==> src/rtl/riscv_mc_ctrl_pkg.sv <==
// rtl/riscv_mc_ctrl_pkg.sv - shared encodings for the multicycle RV32I controller
//
// Holds the RV32I opcodes, the 4-bit FSM state encoding, immediate-type codes,
// ALU operation codes and datapath select codes shared by riscv_mc_ctrl and
// riscv_mc_ctrl_aludec. Also holds two opcode decode helpers.

package riscv_mc_ctrl_pkg;

    localparam logic [6:0] OP_LOAD   = 7'b0000011;
    localparam logic [6:0] OP_STORE  = 7'b0100011;
    localparam logic [6:0] OP_OP     = 7'b0110011;
    localparam logic [6:0] OP_IMM    = 7'b0010011;
    localparam logic [6:0] OP_BRANCH = 7'b1100011;
    localparam logic [6:0] OP_JAL    = 7'b1101111;
    localparam logic [6:0] OP_JALR   = 7'b1100111;
    localparam logic [6:0] OP_LUI    = 7'b0110111;
    localparam logic [6:0] OP_AUIPC  = 7'b0010111;
    localparam logic [6:0] OP_FENCE  = 7'b0001111;
    localparam logic [6:0] OP_SYSTEM = 7'b1110011;

    typedef enum logic [3:0] {
        S_RESET    = 4'd0,
        S_FETCH    = 4'd1,
        S_DECODE   = 4'd2,
        S_MEMADR   = 4'd3,
        S_MEMREAD  = 4'd4,
        S_MEMWB    = 4'd5,
        S_MEMWRITE = 4'd6,
        S_EXECR    = 4'd7,
        S_EXECI    = 4'd8,
        S_ALUWB    = 4'd9,
        S_BRANCH   = 4'd10,
        S_JAL_LINK = 4'd11,
        S_JALR_TGT = 4'd12,
        S_LUI      = 4'd13
    } state_t;

    localparam logic [2:0] IMM_I = 3'd0;
    localparam logic [2:0] IMM_S = 3'd1;
    localparam logic [2:0] IMM_B = 3'd2;
    localparam logic [2:0] IMM_J = 3'd3;
    localparam logic [2:0] IMM_U = 3'd4;

    localparam logic [3:0] ALU_ADD  = 4'b0000;
    localparam logic [3:0] ALU_SUB  = 4'b1000;
    localparam logic [3:0] ALU_SLT  = 4'b0010;
    localparam logic [3:0] ALU_SLTU = 4'b0011;

    localparam logic [1:0] ALU_A_PC    = 2'd0;
    localparam logic [1:0] ALU_A_OLDPC = 2'd1;
    localparam logic [1:0] ALU_A_RS1   = 2'd2;

    localparam logic [1:0] ALU_B_RS2  = 2'd0;
    localparam logic [1:0] ALU_B_IMM  = 2'd1;
    localparam logic [1:0] ALU_B_FOUR = 2'd2;

    localparam logic [1:0] RD_ALUOUT = 2'd0;
    localparam logic [1:0] RD_MDR    = 2'd1;
    localparam logic [1:0] RD_ALURES = 2'd2;
    localparam logic [1:0] RD_IMM    = 2'd3;

    // Immediate flavour used in DECODE, where the ALU precomputes OldPC+imm.
    function automatic logic [2:0] decode_imm_type(input logic [6:0] op);
        case (op)
            OP_BRANCH: return IMM_B;
            OP_JAL:    return IMM_J;
            OP_AUIPC:  return IMM_U;
            default:   return IMM_I;
        endcase
    endfunction

    function automatic logic opcode_known(input logic [6:0] op);
        case (op)
            OP_LOAD, OP_STORE, OP_OP, OP_IMM, OP_BRANCH, OP_JAL,
            OP_JALR, OP_LUI, OP_AUIPC, OP_FENCE, OP_SYSTEM: return 1'b1;
            default: return 1'b0;
        endcase
    endfunction

endpackage

==> src/rtl/riscv_mc_ctrl_aludec.sv <==
// rtl/riscv_mc_ctrl_aludec.sv - ALU operation decoder for the multicycle controller
//
// Purely combinational: maps FSM state plus funct3/funct7[5] to the ALU code.
// Ports:
//   state     in  4  current controller state (state_t encoding)
//   funct3    in  3  instruction funct3
//   funct7_b5 in  1  instruction bit 30
//   alu_ctrl  out 4  {funct7[5],funct3}-style ALU operation code

module riscv_mc_ctrl_aludec
    import riscv_mc_ctrl_pkg::*;
(
    input  logic [3:0] state,
    input  logic [2:0] funct3,
    input  logic       funct7_b5,
    output logic [3:0] alu_ctrl
);

    always_comb begin
        alu_ctrl = ALU_ADD;
        case (state_t'(state))
            S_EXECR: alu_ctrl = {funct7_b5, funct3};
            // Bit 30 of an I-type is immediate data except for SRLI/SRAI.
            S_EXECI: alu_ctrl = {(funct3 == 3'b101) & funct7_b5, funct3};
            S_BRANCH: begin
                case (funct3[2:1])
                    2'b10:   alu_ctrl = ALU_SLT;
                    2'b11:   alu_ctrl = ALU_SLTU;
                    default: alu_ctrl = ALU_SUB;
                endcase
            end
            default: alu_ctrl = ALU_ADD;
        endcase
    end

endmodule

==> src/rtl/riscv_mc_ctrl.sv <==
// rtl/riscv_mc_ctrl.sv - multicycle RV32I controller FSM
//
// Sequences a shared-ALU, single-memory datapath (IR, OldPC, A/B, ALUOut, MDR).
// Outputs are Moore-decoded from state; only FETCH/MEMREAD/MEMWRITE ready
// gating and the branch-taken gating of pc_wr_en depend on inputs.
// Ports:
//   i_clk, i_rstn        clock / asynchronous active-low reset
//   i_ctrl_instr    32   latched IR contents
//   i_ctrl_alu_zero 1    ALU zero flag
//   i_ctrl_mem_ready 1   memory completes current request
//   o_ctrl_mem_req, o_ctrl_mem_wr_en, o_ctrl_adr_src   memory handshake/address
//   o_ctrl_ir_wr_en, o_ctrl_pc_wr_en, o_ctrl_src_pc    IR/PC updates
//   o_ctrl_src_alu_a/b, o_ctrl_src_imm, o_ctrl_alu_ctrl ALU operand/op selects
//   o_ctrl_src_rd, o_ctrl_reg_wr_en                    register writeback
//   o_ctrl_illegal, o_ctrl_mem_err                     one-cycle error pulses
// MEM_TIMEOUT: 0 waits forever, N aborts after N cycles without ready.

module riscv_mc_ctrl
    import riscv_mc_ctrl_pkg::*;
#(
    parameter int MEM_TIMEOUT = 0
) (
    input  logic        i_clk,
    input  logic        i_rstn,
    input  logic [31:0] i_ctrl_instr,
    input  logic        i_ctrl_alu_zero,
    input  logic        i_ctrl_mem_ready,
    output logic        o_ctrl_mem_req,
    output logic        o_ctrl_mem_wr_en,
    output logic        o_ctrl_adr_src,
    output logic        o_ctrl_ir_wr_en,
    output logic        o_ctrl_pc_wr_en,
    output logic        o_ctrl_src_pc,
    output logic [1:0]  o_ctrl_src_alu_a,
    output logic [1:0]  o_ctrl_src_alu_b,
    output logic [2:0]  o_ctrl_src_imm,
    output logic [3:0]  o_ctrl_alu_ctrl,
    output logic [1:0]  o_ctrl_src_rd,
    output logic        o_ctrl_reg_wr_en,
    output logic        o_ctrl_illegal,
    output logic        o_ctrl_mem_err
);

    localparam bit         TO_EN   = (MEM_TIMEOUT > 0);
    localparam logic [7:0] TO_LAST = TO_EN ? 8'(MEM_TIMEOUT - 1) : 8'd0;

    state_t     state;
    state_t     next_state;
    logic [7:0] wait_cnt;

    logic [6:0] opcode;
    logic [2:0] funct3;
    logic       funct7_b5;
    logic       mem_phase;
    logic       timeout;
    logic       br_taken;
    logic       unused_instr_bits;

    assign opcode    = i_ctrl_instr[6:0];
    assign funct3    = i_ctrl_instr[14:12];
    assign funct7_b5 = i_ctrl_instr[30];
    assign unused_instr_bits = ^{i_ctrl_instr[31], i_ctrl_instr[29:15], i_ctrl_instr[11:7]};

    // Only these states drive mem_req, so ready is only looked at here.
    assign mem_phase = (state == S_FETCH) || (state == S_MEMREAD) || (state == S_MEMWRITE);
    assign timeout   = TO_EN && mem_phase && !i_ctrl_mem_ready && (wait_cnt == TO_LAST);

    // SUB/SLT/SLTU leave the comparison in zero; f3[2] picks lt vs eq, f3[0] inverts.
    assign br_taken = (funct3[2] ? ~i_ctrl_alu_zero : i_ctrl_alu_zero) ^ funct3[0];

    always_ff @(posedge i_clk or negedge i_rstn) begin
        if (!i_rstn) begin
            state <= S_RESET;
        end else begin
            state <= next_state;
        end
    end

    // Timeout also clears the count so a re-entered FETCH starts a fresh wait.
    always_ff @(posedge i_clk or negedge i_rstn) begin
        if (!i_rstn) begin
            wait_cnt <= 8'd0;
        end else if (timeout || !mem_phase || (next_state != state)) begin
            wait_cnt <= 8'd0;
        end else if (!i_ctrl_mem_ready) begin
            wait_cnt <= wait_cnt + 8'd1;
        end
    end

    always_comb begin
        next_state = state;
        case (state)
            S_RESET: next_state = S_FETCH;
            S_FETCH: begin
                if (timeout)               next_state = S_FETCH;
                else if (i_ctrl_mem_ready) next_state = S_DECODE;
            end
            S_DECODE: begin
                case (opcode)
                    OP_LOAD, OP_STORE: next_state = S_MEMADR;
                    OP_OP:             next_state = S_EXECR;
                    OP_IMM:            next_state = S_EXECI;
                    OP_BRANCH:         next_state = S_BRANCH;
                    OP_JAL:            next_state = S_JAL_LINK;
                    OP_JALR:           next_state = S_JALR_TGT;
                    OP_LUI:            next_state = S_LUI;
                    OP_AUIPC:          next_state = S_ALUWB;
                    default:           next_state = S_FETCH;
                endcase
            end
            // Store and load opcodes differ only in bit 5.
            S_MEMADR: next_state = opcode[5] ? S_MEMWRITE : S_MEMREAD;
            S_MEMREAD: begin
                if (timeout)               next_state = S_FETCH;
                else if (i_ctrl_mem_ready) next_state = S_MEMWB;
            end
            S_MEMWB: next_state = S_FETCH;
            S_MEMWRITE: begin
                if (timeout || i_ctrl_mem_ready) next_state = S_FETCH;
            end
            S_EXECR, S_EXECI: next_state = S_ALUWB;
            S_ALUWB:          next_state = S_FETCH;
            S_BRANCH:         next_state = S_FETCH;
            S_JAL_LINK:       next_state = S_FETCH;
            S_JALR_TGT:       next_state = S_JAL_LINK;
            S_LUI:            next_state = S_FETCH;
            default:          next_state = S_FETCH;
        endcase
    end

    riscv_mc_ctrl_aludec u_aludec (
        .state     (state),
        .funct3    (funct3),
        .funct7_b5 (funct7_b5),
        .alu_ctrl  (o_ctrl_alu_ctrl)
    );

    always_comb begin
        o_ctrl_mem_req   = 1'b0;
        o_ctrl_mem_wr_en = 1'b0;
        o_ctrl_adr_src   = 1'b0;
        o_ctrl_ir_wr_en  = 1'b0;
        o_ctrl_pc_wr_en  = 1'b0;
        o_ctrl_src_pc    = 1'b0;
        o_ctrl_src_alu_a = ALU_A_PC;
        o_ctrl_src_alu_b = ALU_B_RS2;
        o_ctrl_src_imm   = IMM_I;
        o_ctrl_src_rd    = RD_ALUOUT;
        o_ctrl_reg_wr_en = 1'b0;
        o_ctrl_illegal   = 1'b0;
        o_ctrl_mem_err   = timeout;
        case (state)
            S_FETCH: begin
                o_ctrl_mem_req   = 1'b1;
                o_ctrl_src_alu_b = ALU_B_FOUR;
                o_ctrl_ir_wr_en  = i_ctrl_mem_ready;
                o_ctrl_pc_wr_en  = i_ctrl_mem_ready;
            end
            S_DECODE: begin
                o_ctrl_src_alu_a = ALU_A_OLDPC;
                o_ctrl_src_alu_b = ALU_B_IMM;
                o_ctrl_src_imm   = decode_imm_type(opcode);
                o_ctrl_illegal   = !opcode_known(opcode);
            end
            S_MEMADR: begin
                o_ctrl_src_alu_a = ALU_A_RS1;
                o_ctrl_src_alu_b = ALU_B_IMM;
                o_ctrl_src_imm   = opcode[5] ? IMM_S : IMM_I;
            end
            S_MEMREAD: begin
                o_ctrl_mem_req = 1'b1;
                o_ctrl_adr_src = 1'b1;
            end
            S_MEMWB: begin
                o_ctrl_src_rd    = RD_MDR;
                o_ctrl_reg_wr_en = 1'b1;
            end
            S_MEMWRITE: begin
                o_ctrl_mem_req   = 1'b1;
                o_ctrl_mem_wr_en = 1'b1;
                o_ctrl_adr_src   = 1'b1;
            end
            S_EXECR: begin
                o_ctrl_src_alu_a = ALU_A_RS1;
                o_ctrl_src_alu_b = ALU_B_RS2;
            end
            S_EXECI, S_JALR_TGT: begin
                o_ctrl_src_alu_a = ALU_A_RS1;
                o_ctrl_src_alu_b = ALU_B_IMM;
            end
            S_ALUWB: begin
                o_ctrl_src_rd    = RD_ALUOUT;
                o_ctrl_reg_wr_en = 1'b1;
            end
            S_BRANCH: begin
                o_ctrl_src_alu_a = ALU_A_RS1;
                o_ctrl_src_alu_b = ALU_B_RS2;
                o_ctrl_pc_wr_en  = br_taken;
                o_ctrl_src_pc    = 1'b1;
            end
            S_JAL_LINK: begin
                o_ctrl_src_alu_a = ALU_A_OLDPC;
                o_ctrl_src_alu_b = ALU_B_FOUR;
                o_ctrl_src_rd    = RD_ALURES;
                o_ctrl_reg_wr_en = 1'b1;
                o_ctrl_pc_wr_en  = 1'b1;
                o_ctrl_src_pc    = 1'b1;
            end
            S_LUI: begin
                o_ctrl_src_imm   = IMM_U;
                o_ctrl_src_rd    = RD_IMM;
                o_ctrl_reg_wr_en = 1'b1;
            end
            default: ;
        endcase
    end

endmodule

==> config.mk <==
export PLATFORM = sky130hd
export DESIGN_NAME = riscv_mc_ctrl
export DESIGN_NICKNAME = d
export VERILOG_FILES = /design/src/rtl/riscv_mc_ctrl_pkg.sv /design/src/rtl/riscv_mc_ctrl_aludec.sv /design/src/rtl/riscv_mc_ctrl.sv
export SDC_FILE = /design/constraint.sdc
export NUM_CORES = 1
export LEC_CHECK = 0
export ABC_CLOCK_PERIOD_IN_PS = 2250
export CAP_MARGIN = 10
export CORE_ASPECT_RATIO = 0.9
export CORE_MARGIN = 4
export CORE_UTILIZATION = 30
export CTS_BUF_LIST = sky130_fd_sc_hd__clkbuf_8 sky130_fd_sc_hd__clkbuf_16
export CTS_CLUSTER_DIAMETER = 200
export DETAILED_ROUTE_END_ITERATION = 6
export PLACE_DENSITY = 0.73
export SLEW_MARGIN = 20
export SYNTH_ARGS = -nofsm -noshare
export SYNTH_HDL_FRONTEND = slang
export SYNTH_SLANG_ARGS = --single-unit
==> constraint.sdc <==
create_clock -name i_clk -period 2.25 [get_ports i_clk]
set_clock_uncertainty 0.2 [all_clocks]
set_input_delay 0.45 -clock i_clk [delete_from_list [all_inputs] [get_ports i_clk]]
set_output_delay 0.45 -clock i_clk [all_outputs]
set_load 0.01 [all_outputs]
==> reports/results.txt, run 1 <==
The worst setup path is of the register to output port kind. After global routing the overflow that remains totals 0. The logs give 0 for the number of routed nets with antenna violations and 4 for the total clock sinks. The final critical path takes up 101% of the cycle. For the finished layout, the period the worst path requires is 2.28 ns.

The die span in y was 55.8 µm; the number of input and output port buffers inserted was 35. The run finished, with violations left. The final worst-path setup slack is -0.0298 ns, and the number of antenna violations at the first check in global routing is 0. Kind of end point of the critical path: an output port. Counting every net in the synthesized netlist gives 151.

The number of iterations in the first detailed-routing pass is 4. The worst min-delay path category was primary input to asynchronous set/reset pin. The area fraction in compound gates after synthesis works out to 29.2%.

The commonest cells after synthesis are nor2_1, a21oi_1, nand2b_1, inv_1, o21ai_0. Summing the areas of all and, or, nand and nor instances in the mapped netlist gives 39.2% of the synthesized area. The proportion of netlist area held by the largest area contributor is 13.1%, and the count of fill cells added during filler insertion is 212. In this run the mean area of a mapped cell was 6.63 µm². The area share of fa/ha/maj cells after synthesis came out at 1.31%.

The mapped netlist covers 762 µm². The most numerous cell in the Yosys netlist was nor2_1. The tools report the critical path data arrival time as 1.63 ns. For this design the top-level I/O count stands at 58. From left edge to right edge, the die measures 61.1 µm. The final routed DRC violation total is 0. After clock tree synthesis, the clock-pin slew on the worst setup and hold paths is 0.03 ns. Wires add up to 3170 µm. In this run the critical register-to-register path is launched from state[3]$_DFFE_PN0P_. Along the worst path, the maximum fanout reaches 3. The register bank with the most flops was state. For the worst flop-to-flop path, the logic depth is 6.

The XOR/XNOR share of the synthesized area is 5.75%, and the number of max-capacitance violations reported is 0. After technology mapping, the gate count stands at 115. The total number of vias is 1152, and the wire length per cell is 14.7 µm. The tools report the number of non-filler instances in the completed layout as 215. The tools report the worst flop-to-flop path endpoint as state[1]$_DFFE_PN0P_.

For this design the ratio of total power to cell area is 774 nW/µm². Overall power consumption after layout is estimated at 1.19 mW. Routability-driven placement finished with a final weighted congestion of 0.901.

0 antenna diodes ended up in the layout. The proportion of register bits with asynchronous set or reset after synthesis came out at 100%. Counting flops with a built-in enable in the synthesized netlist gives 0. The global-route wire length before repair was 5060 µm.

The H-tree depth was 1; the number of nets in the layout was 225. After synthesis, the largest family of logic cells by area is simple AND/OR/NAND/NOR gates. For this run, the top clock speed supported by timing is 439 MHz. The total non-filler cell area in the finished layout is 1540 µm².

The largest registers in the layout are state (4). VDD sags by at most 0.000557 V. The final HPWL from detailed placement came out at 2160 µm. The tools report the via count of the first global-routing pass as 1111. For this run, the number of Yosys warnings is 0. For the final hold slack, the log shows 0.238 ns. Summed over all cells, the static leakage comes to 0.758 nW. The floorplan step defined a die boundary enclosing 3410 µm².

Dividing the detail-routed via count by the number of cells gives 5.36. Setup violations remaining at the end of the flow were counted as 2. The logs give 18.6% for the aggregate global-route resource usage and 14 for the pin count of the biggest net entering global routing.

Setup repair after global routing could not meet its margin everywhere. The netlist uses 43 different library cells. In this run the core area contains 17 standard-cell rows. The number of buffers created by CTS was 3.

Sorting the synthesized cells by area gives the leading types as dfrtp_1, nor2_1, nand2b_1. The checks that failed: negative setup slack. In the synthesized netlist, mux cells make up 1.48% of the area. The count of final hold-check violations was 0; the cell area after placement was 1380 µm². The worst register-to-register path has a setup slack of 0.36 ns.

The register with the most flip-flops in the layout has 4 of them. TritonCTS built the clock tree. The synthesis-stage register bit count works out to 4. The area growth from synthesis to final layout is 102%.

The synthesized design spends more area on one cell type than any other, namely dfrtp_1. The final count of pins violating max slew was 0; the clock latency on the worst-skew pair was 0.22 ns. The master cell of the clock root buffer was clkbuf_8. The number of DRC markers after the initial detailed-route iteration came out at 30.

The most used flip-flop cell after synthesis is dfrtp_1. The clock passes through at most 2 buffers. For the share of the core filled with cells in the final layout, the log shows 62.9%.

Kind of launch point of the worst setup path: a register. The share of the Yosys chip area taken by registers is 13.1%. The starting utilization of the core area is 31.2%, and the ratio of cells with drive above 1 in the final layout is 43.3%. For the worst setup path, the data required time is 1.60 ns. Area of the placeable core: 2450 µm². Placed cell count: 205.
## what timing repair did
| action | in CTS | in global routing |
|---|---|---|
| hold buffers | 0 | 0 |
| endpoints found under the hold margin | 0 | 0 |
| cloned | 0 | 0 |
| pin swaps | 6 | 5 |
| gates resized for setup | 67 | 25 |
| buffers inserted | 6 | 1 |
| setup endpoints to repair | 21 | 15 |
## layer usage
layer / track usage (%) / share of wire, %
met5: 0 / 0
met3: 1.86 / 4.1
met4: 4.64 / 1.6
met1: 26.2 / 43
met2: 29.8 / 51
## critical path, cell delays in order (launching register included)
cell and delay [ns]:
dfrtp_1 0.38, or4b_4 0.59, nor3_4 0.15, a32o_1 0.17, buf_2 0.12
## final cells by class
type | instances | area (µm²) | area share [%]
tap | 28 | 35.0 | 2.28
sequential | 4 | 100 | 6.50
timing repair buffer | 78 | 648 | 42.1
inverter | 8 | 30.0 | 1.95
multi-input combinational | 94 | 684 | 44.5
clock buffer | 3 | 41.3 | 2.68
## metrics by stage
step	setup TNS [ns]	setup slack (ns)
2_1_floorplan	0	0.153
3_3_place_gp	-3.45	-0.478
3_5_place_dp	-3.96	-0.531
4_1_cts	-0.202	-0.168
5_1_grt	-0.156	-0.0849
6_report	-0.0357	-0.0298
## cells in the final DEF, fill, tap and decap left out, types with 3 or more instances in the layout
cell and count:
buf_4 35, dlygate4sd2_1 14, nor2_1 11, buf_6 9, a21oi_1 8, buf_2 8, o21ai_0 6, clkdlybuf4s50_1 6
nand2b_1 5, nand3_1 5, nor2_2 4, inv_1 4, dfrtp_1 4, inv_2 3, nand2b_4 3, nor3_4 3
clkbuf_8 3
## worst max-delay path by stage
| stage | startpoint | end | slack, ns | cells after the start |
|---|---|---|---|---|
| global route | state[3]$_DFFE_PN0P_ | o_ctrl_src_imm[2] | -0.08 | 4 |
| CTS | i_ctrl_instr[3] | o_ctrl_illegal | -0.17 | 6 |
| global placement | i_ctrl_instr[6] | o_ctrl_illegal | -0.48 | 7 |
| finish | state[3]$_DFFE_PN0P_ | o_ctrl_src_imm[2] | -0.03 | 4 |
| floorplan | state[0]$_DFFE_PN0P_ | o_ctrl_src_imm[1] | 0.15 | 2 |
| detailed placement | i_ctrl_instr[6] | o_ctrl_illegal | -0.53 | 7 |
## power breakdown
part / total (mW) / leakage, nW / internal, mW / switching [mW]
registers: 0.110 / 0.0511 / 0.0961 / 0.0143
logic: 0.930 / 0.685 / 0.452 / 0.478
clock network: 0.150 / 0.0216 / 0.114 / 0.0362
## kinds of logic (layout without fill, tap and decap cells)
group                    after synthesis  in the layout
other                                  1              1
AO/OA/AOI/OAI                         34             34
multiplexers                           1              1
XOR/XNOR                               5              5
buffers and inverters                 17             89
adder cells (fa/ha/maj)                1              1
AND/OR/NAND/NOR                       52             52
flip-flops                             4              4
Power figures use the tool's default switching activity.
==> run 2, diff against run 1 <==
- REMOVE_ABC_BUFFERS: default -> 1
==> run 2 against run 1 <==
  * The flow still finishes with violations (negative setup slack)
  * Cell count is 0.47% higher
  * Flip-flop and latch count stayed put
  * Wire length is 0.73% lower
  * Utilization is 0.51 points higher
  * Worst setup slack worse by 0.0045 ns
  * Largest power group unchanged
  * Sequential power hardly changed
  * Sequential share of layout area is 0.052 points lower
==> reports/results.txt, run 2 (synthesis results as in run 1) <==
The run finished, with violations left. The checks that failed: negative setup slack. The number of antenna violations at the first check in global routing is 0.

Cell class contributing the biggest share of worst-path delay: simple AND/OR/NAND/NOR gates. Post-CTS clock slew at the launch and capture registers of the worst setup and hold paths: 0.03 ns. Kind of critical path: register to output port. The tools report the final worst-path setup slack as -0.0342 ns.

Final weighted congestion of routability-driven global placement: 0.823. The tools report the required time of the worst setup path as 1.60 ns. The tools report the clock latency on the worst-skew pair as 0.21 ns.

Compared with the post-synthesis result, the final layout area differs by 104%. During I/O placement, the number of pins put on the boundary was 58. The first global-routing pass estimated 5380 µm of wire.

Summed over all nets, the switching power comes to 0.534 mW. The internal power of the cells was 0.684 mW. Hold timing on the final database bottoms out at a slack of 0.241 ns. After detailed placement, the total cell area comes to 1360 µm². The tool flagged a number of max-cap violations equal to 0.

Counting the fill cells in the layout gives 208. Detailed routing inserted a total of 1186 vias. In this run the core area contains 17 standard-cell rows.

In this run the standard cell core region covers 2450 µm². The count of final hold-check violations is 0, and the number of nets in the layout is 226. The routed design has 3150 µm of wire. In this run, flip-flops and latches consume 9.3% of the power. In the final layout, the registers with the most flip-flops are state (4).

The vias per cell came out at 5.49. The detail route stage leaves a number of antenna-violating nets equal to 0. The kind of launch point of the worst setup path is a register. The final period utilization was 102%. For the H-tree depth, the log shows 1. The signal on the critical path passes through or4b_4 > nor3_4 > a32o_1 > buf_2.

The initial utilization of the core area, before any placement, comes to 31.2%. For this run, the slowest stage of the critical path takes 0.60 ns. The via count of the first global-routing pass was 1154; the deepest clock path buffer count was 2. The tools report the critical path data arrival time as 1.63 ns. The root buffer cell chosen for the clock tree is clkbuf_8.

The pin count of the biggest net entering global routing is 15, and the aggregate global-route resource usage is 20.1%. In this run the worst path has a maximum fanout of 4. Setup repair after global routing could not meet its margin everywhere. After detailed routing, the number of remaining DRC violations is 0. For the total inserted antenna cells, the log shows 0. The number of iterations in the first detailed-routing pass is 4. The worst hold path belongs to the class primary input to asynchronous set/reset pin.

Of the total power, the share spent switching nets is 43.8%. Detailed placement finished with a half-perimeter wire length of 2240 µm. The register with the most flip-flops in the layout has 4 of them. The clock network power share was 12.1%. The number of buffers created by CTS is 3. Across the VDD grid, the largest voltage drop is 0.000645 V. The tools report the number of DRC markers after the initial detailed-route iteration as 47.

The ratio of total power to cell area works out to 785 nW/µm². The area of the die is 3410 µm², and the ratio of cells with drive above 1 in the final layout is 42.0%. The tools report the total non-filler cell area in the finished layout as 1550 µm². Die span in y: 55.8 µm. STA classifies the critical path endpoint as an output port.

TritonCTS built the clock tree. The hold buffer count at cts is 0, and the total of endpoints with negative setup slack in the final report is 3. The cell with the largest stage delay on the worst path is or4b_4.

For this design the static power due to leakage is 0.751 nW. The die is 61.1 µm wide. The share of the core filled with cells in the final layout was 63.4%. The minimum clock period after layout was 2.28 ns; the final count of pins violating max slew was 0. Most common cell after layout, fill and taps aside: buf_4.

After detailed routing, the average wire length per cell comes to 14.6 µm. The total clock sinks came out at 4. The share of total power in combinational logic is 78.6%, and the number of input and output port buffers inserted is 35. For the final global-route overflow total, the log shows 0. Static timing analysis puts the maximum clock frequency at 438 MHz. The library cells used most frequently in the layout, excluding fill and tap cells, are buf_4, dlygate4sd2_1, nor2_1, buf_6, a21oi_1. The register bank with the most flops is state.

The number of buffers and inverters on the critical path was 1.
run 2: cell types whose count changed in the layout (fill, tap and decap cells not counted), sizes merged:
cell / before / now
dlymetal6s2s: 2 / 0
clkdlybuf4s50: 6 / 7
clkbuf: 4 / 7
clkinv: 1 / 0
clkinvlp: 0 / 2
clkdlybuf4s15: 3 / 2
inv: 7 / 6
run 2: final timing paths:
kind	cells after the start	end	slack (ns)	startpoint
setup / recovery	4	o_ctrl_src_imm[2]	-0.03	state[2]$_DFFE_PN0P_
hold / removal	1	state[2]$_DFFE_PN0P_	0.24	i_rstn
setup reg to reg	5	state[1]$_DFFE_PN0P_	0.47	state[2]$_DFFE_PN0P_
hold reg to reg	4	state[3]$_DFFE_PN0P_	0.60	state[3]$_DFFE_PN0P_
max in group asynchronous	1	state[0]$_DFFE_PN0P_	1.44	i_rstn
min in group i_clk	4	state[3]$_DFFE_PN0P_	0.60	state[3]$_DFFE_PN0P_
run 2: layout make-up:
class | instances | area (µm²) | share of cell area [%]
Tap cell | 28 | 35.0 | 2.26
Multi-Input combinational cell | 94 | 668 | 43.1
Clock buffer | 3 | 41.3 | 2.66
Timing Repair Buffer | 79 | 669 | 43.1
Inverter | 8 | 37.5 | 2.42
Sequential cell | 4 | 100 | 6.45
run 2: worst reg2reg max path, delay by kind of cell, from the launching register on:
family	cells	cell delay, ns
DFF	1	0.38
AOI/OAI and AO/OA	1	0.16
buffers and inverters	1	0.14
and+or+nand+nor	3	0.82
run 2: metrics by stage:
step | instances | setup WS [ns] | total power, mW | setup TNS [ns]
floorplan | 106 | -0.00827 | 0.487 | -0.00827
global placement | 203 | -0.454 | 0.915 | -3.55
detailed placement | 203 | -0.484 | 0.931 | -3.92
CTS | 215 | -0.0476 | 1.17 | -0.132
global route | 216 | -0.107 | 1.31 | -0.451
finish | 216 | -0.0342 | 1.22 | -0.0610
run 2: repair_timing:
| item | in CTS | in global routing |
|---|---|---|
| pin swaps | 7 | 6 |
| setup buffers | 10 | 1 |
| gates resized for setup | 77 | 21 |
| setup endpoints to repair | 21 | 15 |
| gates cloned | 0 | 0 |
run 2: power groups by stage:
stage / Sequential [mW] / Combinational (mW) / Clock (mW)
final: 0.113 / 0.957 / 0.147
after global routing: 0.115 / 1.03 / 0.163
after CTS: 0.113 / 0.911 / 0.150
after detailed placement: 0.109 / 0.822 / 0
after global placement: 0.106 / 0.809 / 0
after floorplan: 0.163 / 0.324 / 0
run 2: metal layers:
layer  global-route usage (%)  vias to the layer above  share of wire [%]
li1                         -                      567                  -
met1                     27.6                      581                 43
met2                     31.3                       30                 50
met3                     2.78                        8                5.3
met4                     6.81                        0                1.9
met5                        0                        -                  0
